`src/rtl/byte_pair_pkg.sv`:
```
`default_nettype none
// +------------------------------------------------------------------------+
// | byte_pair_pkg                                                          |
// | Shared types and constants for the byte-pair packer.                   |
// | Revision: 1.0                                                          |
// +------------------------------------------------------------------------+
package byte_pair_pkg;

    localparam logic [7:0] PAD_BYTE_DEFAULT = 8'h00;

    // low occupies the upper half of the packed word, high the lower half
    typedef struct packed {
        logic [7:0] low;
        logic [7:0] high;
    } pair_t;

    typedef enum logic [0:0] {
        ST_IDLE = 1'b0,
        ST_HALF = 1'b1
    } state_t;

    function automatic pair_t make_pair(input logic [7:0] lo, input logic [7:0] hi);
        pair_t p;
        p.low  = lo;
        p.high = hi;
        return p;
    endfunction

endpackage : byte_pair_pkg
`default_nettype wire

```
`src/rtl/byte_pair_out_reg.sv`:
```
`default_nettype none
// +------------------------------------------------------------------------+
// | byte_pair_out_reg                                                      |
// | Single-entry output holding register with load/drain handshake.       |
// | Revision: 1.0                                                          |
// +------------------------------------------------------------------------+
module byte_pair_out_reg
    import byte_pair_pkg::*;
(
    input  logic  clk,
    input  logic  rst_n,
    input  logic  load_i,
    input  pair_t load_pair_i,
    input  logic  out_ready_i,
    output logic  out_valid_o,
    output pair_t out_pair_o,
    output logic  free_o,
    output logic  xfer_o
);

    logic  valid_q;
    logic  valid_d;
    pair_t pair_q;
    pair_t pair_d;

    assign xfer_o      = valid_q && out_ready_i;
    assign free_o      = !valid_q || out_ready_i;
    assign out_valid_o = valid_q;
    assign out_pair_o  = pair_q;

    // A load on the same edge as a drain replaces the departing pair
    always_comb begin
        valid_d = valid_q;
        pair_d  = pair_q;
        if (load_i) begin
            valid_d = 1'b1;
            pair_d  = load_pair_i;
        end else if (xfer_o) begin
            valid_d = 1'b0;
        end
    end

    always_ff @(posedge clk or negedge rst_n) begin
        if (!rst_n) begin
            valid_q <= 1'b0;
            pair_q  <= '0;
        end else begin
            valid_q <= valid_d;
            pair_q  <= pair_d;
        end
    end

endmodule : byte_pair_out_reg
`default_nettype wire

```
`src/rtl/byte_pair_packer.sv`:
```
`default_nettype none
// +------------------------------------------------------------------------+
// | byte_pair_packer                                                       |
// | Packs a byte stream into {low, high} pairs, with padded flush.        |
// | Revision: 1.0                                                          |
// +------------------------------------------------------------------------+
module byte_pair_packer
    import byte_pair_pkg::*;
#(
    parameter logic [7:0] PAD_BYTE = PAD_BYTE_DEFAULT
) (
    input  logic       clk,
    input  logic       rst_n,
    input  logic       in_valid,
    input  logic [7:0] in_byte,
    output logic       in_ready,
    input  logic       flush,
    output logic       out_valid,
    output pair_t      out_pair,
    input  logic       out_ready,
    output logic       half_pending,
    output logic [7:0] pair_count
);

    state_t     state_q;
    state_t     state_d;
    logic [7:0] low_q;
    logic [7:0] low_d;
    logic       flush_pend_q;
    logic       flush_pend_d;
    logic [7:0] count_q;

    logic       w_out_free;
    logic       w_out_xfer;
    logic       w_in_xfer;
    logic       w_flush_go;
    logic       w_load;
    pair_t      w_load_pair;

    assign w_in_xfer  = in_valid && in_ready;
    // Padding waits until the output register can take it; a real byte wins
    assign w_flush_go = (state_q == ST_HALF) && !w_in_xfer
                        && (flush_pend_q || flush) && w_out_free;

    always_ff @(posedge clk or negedge rst_n) begin
        if (!rst_n) begin
            state_q      <= ST_IDLE;
            low_q        <= 8'h00;
            flush_pend_q <= 1'b0;
        end else begin
            state_q      <= state_d;
            low_q        <= low_d;
            flush_pend_q <= flush_pend_d;
        end
    end

    always_comb begin
        state_d      = state_q;
        low_d        = low_q;
        flush_pend_d = flush_pend_q;
        case (state_q)
            ST_IDLE: begin
                flush_pend_d = 1'b0;
                if (w_in_xfer) begin
                    low_d   = in_byte;
                    state_d = ST_HALF;
                end
            end
            ST_HALF: begin
                if (w_in_xfer || w_flush_go) begin
                    state_d      = ST_IDLE;
                    flush_pend_d = 1'b0;
                end else if (flush) begin
                    flush_pend_d = 1'b1;
                end
            end
            default: begin
                state_d      = ST_IDLE;
                flush_pend_d = 1'b0;
            end
        endcase
    end

    always_comb begin
        half_pending = (state_q == ST_HALF);
        in_ready     = (state_q == ST_IDLE) || w_out_free;
        w_load       = 1'b0;
        w_load_pair  = make_pair(low_q, in_byte);
        if (state_q == ST_HALF) begin
            if (w_in_xfer) begin
                w_load = 1'b1;
            end else if (w_flush_go) begin
                w_load      = 1'b1;
                w_load_pair = make_pair(low_q, PAD_BYTE);
            end
        end
    end

    byte_pair_out_reg u_out_reg (
        .clk         (clk),
        .rst_n       (rst_n),
        .load_i      (w_load),
        .load_pair_i (w_load_pair),
        .out_ready_i (out_ready),
        .out_valid_o (out_valid),
        .out_pair_o  (out_pair),
        .free_o      (w_out_free),
        .xfer_o      (w_out_xfer)
    );

    always_ff @(posedge clk or negedge rst_n) begin
        if (!rst_n) begin
            count_q <= 8'h00;
        end else if (w_out_xfer) begin
            count_q <= count_q + 8'h01;
        end
    end

    assign pair_count = count_q;

endmodule : byte_pair_packer
`default_nettype wire

```
`config.mk`:
```
export PLATFORM = sky130hd
export DESIGN_NAME = byte_pair_packer
export DESIGN_NICKNAME = d
export VERILOG_FILES = /design/src/rtl/byte_pair_pkg.sv /design/src/rtl/byte_pair_out_reg.sv /design/src/rtl/byte_pair_packer.sv
export SDC_FILE = /design/constraint.sdc
export NUM_CORES = 1
export LEC_CHECK = 0
export ABC_AREA = 1
export CORE_UTILIZATION = 47
export DETAILED_ROUTE_END_ITERATION = 16
export GPL_TIMING_DRIVEN = 1
export PLACE_DENSITY = 0.78
export SKIP_CTS_REPAIR_TIMING = 1
export SLEW_MARGIN = 20
export SYNTH_ARGS = -nofsm -noshare
export SYNTH_HDL_FRONTEND = slang
export SYNTH_SLANG_ARGS = --single-unit
```
`constraint.sdc`:
```
create_clock -name clk -period 1.3 [get_ports clk]
set_input_delay 0.195 -clock clk [delete_from_list [all_inputs] [get_ports clk]]
set_output_delay 0.195 -clock clk [all_outputs]
set_load 0.005 [all_outputs]
```
Word level (Yosys, flattened, before mapping)
Index checks and enable logic that the tools add are counted.
Operators by class
  multiply operators: 0
  equal/unequal tests: 1
  bitwise operators: 1
  multiplexer cells: 14
  shift operators: 0
  divide/modulo/power cells: 0
  add/sub/neg operators: 1
  reductions and logical operators: 13
  order comparisons: 0
Operators with widths (count)
  $mux W8: 3
  $mux W1: 9
  $add A8 B1 Y8 const B: 1
  $logic_and A1 B1 Y1: 5
  $logic_or A1 B1 Y1: 4
  $pmux W1 S2: 2
  $ne A3 B2 Y1 const B: 1
  $logic_not A1 Y1: 2
  $reduce_and A2 Y1: 1
  $reduce_bool A2 Y1: 1
  $not A1 Y1: 1
Word-level totals
  input port bits: 13
  bits in registers: 35
  memories: 0
  bits in latches: 0
  memory bits (read-only): 0
  memory bits (writable): 0
  output and inout bits: 27

Depth between registers and ports, before layout
Gate-level depths: netlist of the first run.
  depth after elaboration: 12
  gate-level depth with buffers: 6
  depth with buffers taken out: 6

Cells and area by module
From an unflattened synthesis of the first run, not the netlist that was laid out.
Unflattened totals
  cell total of the unflattened synthesis: 179
  area, all modules: 1579.0 um^2
Modules (own cells, without submodules)
  byte_pair_packer: sequential area each 450.4 um^2, cells an instance 105, area each 895.9 um^2, instances 1
  byte_pair_out_reg: sequential area each 425.4 um^2, cells an instance 74, area each 683.2 um^2, instances 1

Worst setup path after synthesis of the first run
OpenSTA, ideal clock, no wires.
  path type: register to register
  start point: register u_out_reg.valid_q (netlist: u_out_reg.out_valid_o)
  end point: register u_out_reg.pair_q (netlist bit u_out_reg.out_pair_o[12])
  clock period less this slack: 1.114 ns
  slack: 0.186 ns
  arrival time: 0.997 ns
  stages on the path, launching flop included: 6
  setup time: 0.117 ns
  path through: dfrtp_1 a21oi_4 nand2_4 buf_6 nand2_2 o21ai_2
Between the ends
  word-level cells in the longest chain between the ends: 11
RTL lines
  from (decl): RTL line byte_pair_out_reg.sv:21  | logic valid_q;
  from (signal assigned): RTL line byte_pair_out_reg.sv:48  | valid_q <= valid_d;
  $logic_not A1 Y1 *: RTL line byte_pair_out_reg.sv:27  | assign free_o = !valid_q || out_ready_i;
  $logic_or A1 B1 Y1 *: RTL line byte_pair_out_reg.sv:27
  $logic_or A1 B1 Y1: RTL line byte_pair_packer.sv:86  | in_ready = (state_q == ST_IDLE) || w_out_free;
  $logic_and A1 B1 Y1: RTL line byte_pair_packer.sv:40  | assign w_in_xfer = in_valid && in_ready;
  $logic_not A1 Y1: RTL line byte_pair_packer.sv:42  | assign w_flush_go = (state_q == ST_HALF) && !w_in_xfer
  $logic_and A1 B1 Y1: RTL line byte_pair_packer.sv:42
  $logic_and A1 B1 Y1 (2 in series): RTL line byte_pair_packer.sv:43  | && (flush_pend_q || flush) && w_out_free;
  $mux W1: RTL line byte_pair_packer.sv:92  | end else if (w_flush_go) begin
  $mux W1 *: RTL line byte_pair_packer.sv:90  | if (w_in_xfer) begin
  $mux W1 *: RTL line byte_pair_packer.sv:89  | if (state_q == ST_HALF) begin
  to (signal assigned): RTL line byte_pair_out_reg.sv:49  | pair_q <= pair_d;
  to (decl): RTL line byte_pair_out_reg.sv:23  | pair_t pair_q;
Mark *: on every way between the ends. The rest lies on a longest branch, timed or not.
A chain may end at the register's enable or synchronous reset.

Worst setup path after layout of the first run
  start point: register u_out_reg.valid_q (netlist: u_out_reg.out_valid_o)
  end point: output in_ready
Between the ends
  word-level cells in the longest chain between the ends: 3
RTL lines
  $logic_not A1 Y1: RTL line byte_pair_out_reg.sv:27
  $logic_or A1 B1 Y1: RTL line byte_pair_out_reg.sv:27
  $logic_or A1 B1 Y1: RTL line byte_pair_packer.sv:86
  to (decl): RTL line byte_pair_packer.sv:16  | output logic in_ready,
No other way between the ends.

==> results of run 1 <==
synth_stat cells:
| master | count | area (µm²) |
|---|---|---|
| inv_2 | 1 | 3.75 |
| nor2_1 | 11 | 41.3 |
| nand2_2 | 4 | 25.0 |
| a21oi_4 | 1 | 16.3 |
| nand2_1 | 44 | 165 |
| nor2_2 | 1 | 6.26 |
| ha_1 | 1 | 12.5 |
| buf_6 | 2 | 22.5 |
| clkbuf_1 | 1 | 3.75 |
| a22oi_1 | 1 | 7.51 |
| dfrtp_1 | 35 | 876 |
| o21ai_2 | 6 | 52.6 |
| buf_2 | 1 | 5.00 |
| buf_4 | 1 | 7.51 |
| mux2_2 | 1 | 11.3 |
| nand2_4 | 1 | 11.3 |
| xnor2_1 | 1 | 8.76 |
| nand3b_1 | 1 | 7.51 |
| inv_1 | 17 | 63.8 |
| a21oi_1 | 7 | 35.0 |
| nand3_1 | 16 | 80.1 |
| nand4_1 | 3 | 18.8 |
| xor2_1 | 2 | 17.5 |
routing by layer:
layer | global-route usage | routed length (µm) | vias to the layer above
li1 | - | - | 630
met1 | 0.233 | 1410 | 600
met2 | 0.335 | 1710 | 49
met3 | 0.0505 | 193 | 9
met4 | 0.109 | 63 | 0
met5 | 0 | 0 | -
cells by family (layout without fill, tap and decap cells):
group / after synthesis / count (layout) / share of synthesized area
simple gates: 81 / 81 / 0.237
buf+inv: 23 / 90 / 0.0709
fa+ha+maj: 1 / 1 / 0.00835
flops: 35 / 35 / 0.584
xor+xnor: 3 / 3 / 0.0175
compound gates: 15 / 15 / 0.0743
mux: 1 / 1 / 0.00751
sequential cells by signal, summed over array words and instances (netlist names):
register,cells
flush_pend_q,1
u_out_reg.out_valid_o,1
half_pending,1
u_out_reg.out_pair_o,16
low_q,8
pair_count,8
worst max-delay path: stages (launching register included):
cell and delay [ps]:
dfrtp_2 430, buf_6 140, nand3_4 80, buf_6 90
path summary, 6_finish.rpt:
kind,depth (start not counted),start,to
max in group asynchronous,2,rst_n,u_out_reg.out_valid_o$_DFFE_PN0P_
worst max register to register,4,pair_count[1]$_DFFE_PN0P_,pair_count[1]$_DFFE_PN0P_
worst min register to register,2,u_out_reg.out_pair_o[0]$_DFFE_PN0P_,u_out_reg.out_pair_o[0]$_DFFE_PN0P_
min in group clk,3,in_byte[7],low_q[7]$_DFFE_PN0P_
worst min-delay path,2,rst_n,pair_count[6]$_DFFE_PN0P_
worst max-delay path,3,u_out_reg.out_valid_o$_DFFE_PN0P_,in_ready
power groups by stage:
| stage | combinational, mW | sequential, mW | clock, mW |
|---|---|---|---|
| 2_1_floorplan | 0.981 | 1.89 | 0 |
| 3_3_place_gp | 1.89 | 1.87 | 0 |
| 3_5_place_dp | 1.96 | 1.90 | 0 |
| 4_1_cts | 1.96 | 1.88 | 0.689 |
| 5_1_grt | 2.55 | 1.85 | 0.738 |
| 6_report | 2.30 | 1.81 | 0.676 |
stage by stage:
stage	total power [mW]	TNS, ps	utilization	std cells
after detailed placement	3.85	-4040	0.653	245
final	4.79	0	0.748	270
after global routing	5.14	-27.4	0.748	270
after CTS	4.53	-3940	0.676	253
after global placement	3.76	-3020	0.653	245
after floorplan	2.87	0	-	159
cell usage in the layout (no fill, tap or decap), types with 2 or more instances in the layout:
| cell type | n |
|---|---|
| nand4_1 | 3 |
| buf_6 | 3 |
| inv_1 | 17 |
| nand2_1 | 43 |
| dlymetal6s2s_1 | 26 |
| o21ai_2 | 6 |
| clkbuf_4 | 5 |
| dfrtp_1 | 34 |
| clkdlybuf4s50_1 | 12 |
| nor2_1 | 11 |
| xor2_1 | 2 |
| clkbuf_8 | 2 |
| buf_4 | 22 |
| nand2_2 | 5 |
| nand3_1 | 15 |
| a21oi_1 | 7 |
layout make-up:
class,count,area [µm²]
Fill cell,214,763
Inverter,18,67.6
Tap cell,44,55.1
Timing Repair Buffer,64,664
Sequential cell,35,877
Clock buffer,8,68.8
Multi-Input combinational cell,101,532
==> results.md, run 1 <==
- In the routed design, unresolved DRC markers number 0.
- In the synthesized netlist, the number of instances is between 150 and 200.
- In the global route stage, overall resource usage came out at 0.199.
- The detailed-route vias per instance is about 4.8.
- The CTS tree is yes.
- The kind of start point of the critical path is a register.
- The count of nets left with antenna violations once routing finished came out at 0.
- The top-level port count is 40.
- At the end of the flow, the number of nets in the layout was ~240.
- The master cell of the clock root buffer is clkbuf_4.
- The first detailed-routing pass ran for 4 iterations.
- The detailed router finished its first iteration with 33 violations.
- The via count of the first global-routing pass is about 1,200.
- Compared with the post-synthesis result, the final layout area differs by 51.1%.
- For the worst-skew pair, the clock arrives at the later sink with an insertion delay of 340 ps.
- The worst endpoint required time is between 1000 and 1500 ps.
- Input and output buffers added on the ports amount to 39.
- Clock tree synthesis found a total of 35 sinks.
- The transition time at the pin with the least slew margin is 298 ps.
- The maximum clock frequency is just under 800 MHz.
- The flow ran to the end, and the final reports show no timing, DRC or antenna violations.
- The global placement routability congestion is 0.839.
- The leakage power is roughly 1.4 nW.
- The post-detailed-placement half-perimeter wirelength is around 2200 µm.
- The initial utilization of the core area, before any placement, comes to 0.495.
- The total inserted antenna cells is 0.
- The placed instance area is 1980 µm².
- In this run the worst hold path is classified as in -> async.
- The internal portion of the total power is about 3.1 mW.
- Summed over all nets, the switching power comes to around 1.7 mW.
- The tightest hold path in the finished design has a slack of ~220 ps.
- Clock-pin slew was measured on the worst setup and hold paths at around 110 ps.
- The worst setup path is captured at an output port.
- The share of total power dissipated in the clock network is 0.141.
- The post-layout minimum cycle time is approximately 1300 ps.
- The detailed router placed between 1,000 and 1,500 vias in this run.
- The number of distinct standard cells referenced by the synthesized netlist is 23.
- Counting along the longest clock path gives a buffer depth of 2.
- The share of total power dissipated in sequential elements is 0.377.
- STA puts the critical path data arrival time at ~1100 ps.
- Timing analysis after detailed placement gives a worst setup slack of -275 ps.
- The mean area per synthesized cell is about 9.4 µm².
- For this run, the register share of the synthesized area comes to 0.584.
- The largest driver fanout on the critical path is 3.
- The synthesized netlist occupies a cell area of 1500 µm².
- The final count of negative-setup-slack endpoints is 0.
- The floorplan step defined a die boundary enclosing around 3400 µm².
- After synthesis the netlist holds a flip-flop and latch count of 35.
- The TritonCTS buffer count is 5.
- The Yosys warning count is 0.
- The setup slack after layout is around 28 ps.
- The H-tree was split into 2 levels.
- Entering global routing, the biggest net connects 36 pins.
- The kind of critical path is reg -> out.
- The wire length of the first global-routing pass is 5050 µm.
- For this run the aggregate overflow at the end of global routing stands at 0.
- The initial antenna violation count is 0.
- The minimum setup slack among reg-to-reg paths is 30 ps.
- In this run the power density over the cells is roughly 2100 nW/µm².
- From bottom edge to top edge, the die measures around 60 µm.
- The tool flagged a number of max-cap violations equal to 0.
- The maximum clock skew at final layout is 8.94 ps.
- Of the total power, the share spent switching nets is 0.351.
- Measured against its own limit, the worst slew margin works out to 0.801.
- The wire length reported by the detailed router is roughly 3400 µm.
- The proportion of power drawn by combinational gates is 0.481.
- The core region is roughly 3000 µm².
- The number of nets produced by synthesis is approximately 170.
- In the finished design, the share of the clock period the worst path needs comes to 0.979.
- Measured along the x axis, the die boundary spans 58.5 µm.
- The floorplan has 20 rows.
- The finished cells cover between 2000 and 2500 µm².
- The average detailed-routed wire length per instance is around 12 µm.
- In the final layout, the share of cells above drive strength 1 is 0.226.
- The peak ir drop on the vdd network is about 960 µV.
- The count of final max-slew check failures was 0.
- The hold violation count in the final report is 0.
No activity file was read; power rests on OpenSTA's default activity.
==> run 2, diff against run 1 <==
--- a/config.mk
+++ b/config.mk
@@ -6,6 +6,7 @@
 export NUM_CORES = 1
 export LEC_CHECK = 0
 export ABC_AREA = 1
+export ABC_CLOCK_PERIOD_IN_PS = 1300
 export CORE_UTILIZATION = 47
 export DETAILED_ROUTE_END_ITERATION = 16
 export GPL_TIMING_DRIVEN = 1
==> results of run 2 <==
No change in the layout: final DEF, timing and power equal those of run 1.
==> run 3, diff against run 2 <==
--- a/config.mk
+++ b/config.mk
@@ -16,3 +16,4 @@
 export SYNTH_ARGS = -nofsm -noshare
 export SYNTH_HDL_FRONTEND = slang
 export SYNTH_SLANG_ARGS = --single-unit
+export TNS_END_PERCENT = 30
==> run 3 against run 2 <==
First-iteration DRC count is 18% higher. Clock skew is 2.0 ps higher. Register-to-register slack hardly changed. Largest power group unchanged. Die area stayed put. Sequential power hardly changed. Combinational power is 4% lower. Core utilization is 1.2 points lower. Fmax hardly changed. Critical endpoint unchanged. Flip-flop and latch count stayed put. Critical path depth stayed put.
==> results.md, run 3 (synthesized netlist as in run 1, its figures left out) <==
- Across the run, the number of max-cap violations was 0.
- The clock passes through at most 2 buffers.
- The peak ir drop on the vdd network is a little under 1000 µV.
- The signal on the critical path passes through buf_6, nand3_4, buf_6.
- In the global route stage, overall resource usage came out at 0.199.
- The library cell used most frequently in the layout, excluding fill and tap cells, is nand2_1.
- The number of cells on the worst reg-to-reg path is 7.
- The final clock period utilization by the worst path is 0.979.
- In the global route stage, met2 resource usage came out at 0.335.
- The design draws roughly 4.7 mW.
- The initial antenna violation count was 0.
- After clock tree synthesis, the clock-pin slew on the worst setup and hold paths is 110 ps.
- The worst hold path belongs to the class in -> async.
- The maximum clock skew at final layout is around 11 ps.
- The kind of start point of the critical path is a register.
- The root buffer cell chosen for the clock tree is clkbuf_4.
- The library cells used most frequently in the layout, excluding fill and tap cells, are nand2_1 (43), dfrtp_1 (34), dlymetal6s2s_1 (26).
- The largest net degree at the start of global routing is 36.
- The number of sinks on the clock net is 35.
- At the worst endpoint, the arrival time is about 1100 ps.
- Summing all placed instances gives a cell area of a little under 2000 µm².
- The smallest hold slack is around 220 ps.
- The share of total power dissipated in the clock network is 0.144.
- The global routing stage identified its most utilized layer as met2.
- The delay contributed by the slowest stage of the critical path is roughly 430 ps.
- The maximum clock frequency is between 700 and 800 MHz.
- Summed over all nets, the switching power comes to between 1.5 and 2 mW.
- The kind of critical path is reg -> out.
- The top-level port count is 40.
- At the worst endpoint, the required time is ~1100 ps.
- The total inserted antenna cells is 0.
- The total core area is 3030 µm².
- The number of port buffers is 39.
- Dividing the detail-routed wire length by the instance count gives between 10 and 15 µm.
- From bottom edge to top edge, the die measures 58.5 µm.
- The hold violation count in the final report is 0.
- The net count of the finished layout is 234.
- The count of cell instances traversed by the critical path is 3.
- The H-tree was split into 2 levels.
- Of the cells placed in the final design, the portion with a size suffix greater than 1 is 0.208.
- The via count of the first global-routing pass is approximately 1,200.
- The area enclosed by the die boundary is 3420 µm².
- The total DRC errors in the routed layout is 0.
- TritonCTS built the clock tree.
- The site row count is 20.
- In the global route stage, met3 resource usage came out at 0.0505.
- Of the total power, combinational logic draws 0.470.
- The TritonCTS buffer count is 5.
- Headroom to the max-slew limit came out at 0.802.
- The family of cells with the greatest summed delay on the critical path is flip-flops.
- Measured along the x axis, the die boundary spans 58.5 µm.
- The share of total power dissipated in sequential elements is 0.386.
- The count of final max-slew check failures came to 0.
- The nature of the critical path endpoint is an output port.
- The wire length reported by the detailed router is between 3000 and 4000 µm.
- The clock latency of the later-clocked register in the worst-skew pair is 340 ps.
- The DRC marker count from the first detailed-route iteration is 39.
- The largest driver fanout on the critical path is 3.
- The global placement routability congestion is ~0.84.
- The area growth from synthesis to layout is 48.6%.
- Of the total power, the share spent switching nets is 0.352.
- Setup slack on the worst reg-to-reg path comes out at about 27 ps.
- The leakage power is roughly 1.4 nW.
- The detailed-route vias per instance is a little under 5.
- In this design, the critical path's most frequently occurring cell is buf_6.
- After routing, the total negative slack on setup checks comes to 0 ps.
- The first detailed-routing pass ran for 5 iterations.
- The transition time at the pin with the least slew margin is 297 ps.
- The routed design could run at a clock period as short as approximately 1300 ps.
- The met1 layer usage reported by global route is 0.233.
- For this run the aggregate overflow at the end of global routing stands at 0.
- The design area is about 2200 µm².
- The run finished with clean final reports.
- The detailed-route via count is between 1,000 and 1,500.
- The post-detailed-placement half-perimeter wirelength is between 2000 and 2500 µm.
- The detail route stage leaves a number of antenna-violating nets equal to 0.
- The final count of negative-setup-slack endpoints is 0.
- The register with the most flip-flops in the layout has 16 of them.
- Power spread over the standard cell area amounts to roughly 2100 nW/µm².
- The first global-routing pass estimated about 5000 µm of wire.
- The initial utilization of the core area, before any placement, comes to 0.495.
- The slowest stage of the critical path is the dfrtp_2 cell.
- Internal power comes to slightly above 3 mW.
- Together, buffers and inverters on the worst path number 2.
-- run 3: changes by cell type in the layout (fill, tap and decap cells not counted) --
cell	delta
buf_4	-5
-- run 3: through the flow --
step | cells | utilization | setup slack, ps
5_1_grt | 265 | 0.736 | -10.9
3_5_place_dp | 245 | 0.653 | -275
4_1_cts | 253 | 0.676 | -368
2_1_floorplan | 159 | - | 186
3_3_place_gp | 245 | 0.653 | -256
6_report | 265 | 0.736 | 26.9
-- run 3: cell type report --
type	instances	area, µm²
Sequential cell	35	877
Fill cell	224	801
Timing Repair Buffer	59	627
Multi-Input combinational cell	101	532
Clock buffer	8	68.8
Inverter	18	67.6
Tap cell	44	55.1
-- run 3: worst paths after layout --
check | from | endpoint
worst max-delay path | u_out_reg.out_valid_o$_DFFE_PN0P_ | in_ready
worst min-delay path | rst_n | pair_count[4]$_DFFE_PN0P_
worst max register to register | pair_count[1]$_DFFE_PN0P_ | pair_count[4]$_DFFE_PN0P_
worst min register to register | u_out_reg.out_pair_o[0]$_DFFE_PN0P_ | u_out_reg.out_pair_o[0]$_DFFE_PN0P_
max in group asynchronous | rst_n | u_out_reg.out_pair_o[2]$_DFFE_PN0P_
min in group clk | in_byte[7] | low_q[7]$_DFFE_PN0P_
-- run 3: per-layer routing --
layer,vias up,part of all wire
met5,-,0
met4,0,0.021
met3,10,0.055
met2,43,0.50
met1,604,0.42
li1,621,-
-- run 3: power groups by stage --
| stage | logic, mW | registers [mW] | clock network (mW) |
|---|---|---|---|
| 2_1_floorplan | 0.981 | 1.89 | 0 |
| 3_3_place_gp | 1.89 | 1.87 | 0 |
| 3_5_place_dp | 1.96 | 1.90 | 0 |
| 4_1_cts | 1.96 | 1.88 | 0.689 |
| 5_1_grt | 2.44 | 1.86 | 0.726 |
| 6_report | 2.20 | 1.81 | 0.674 |
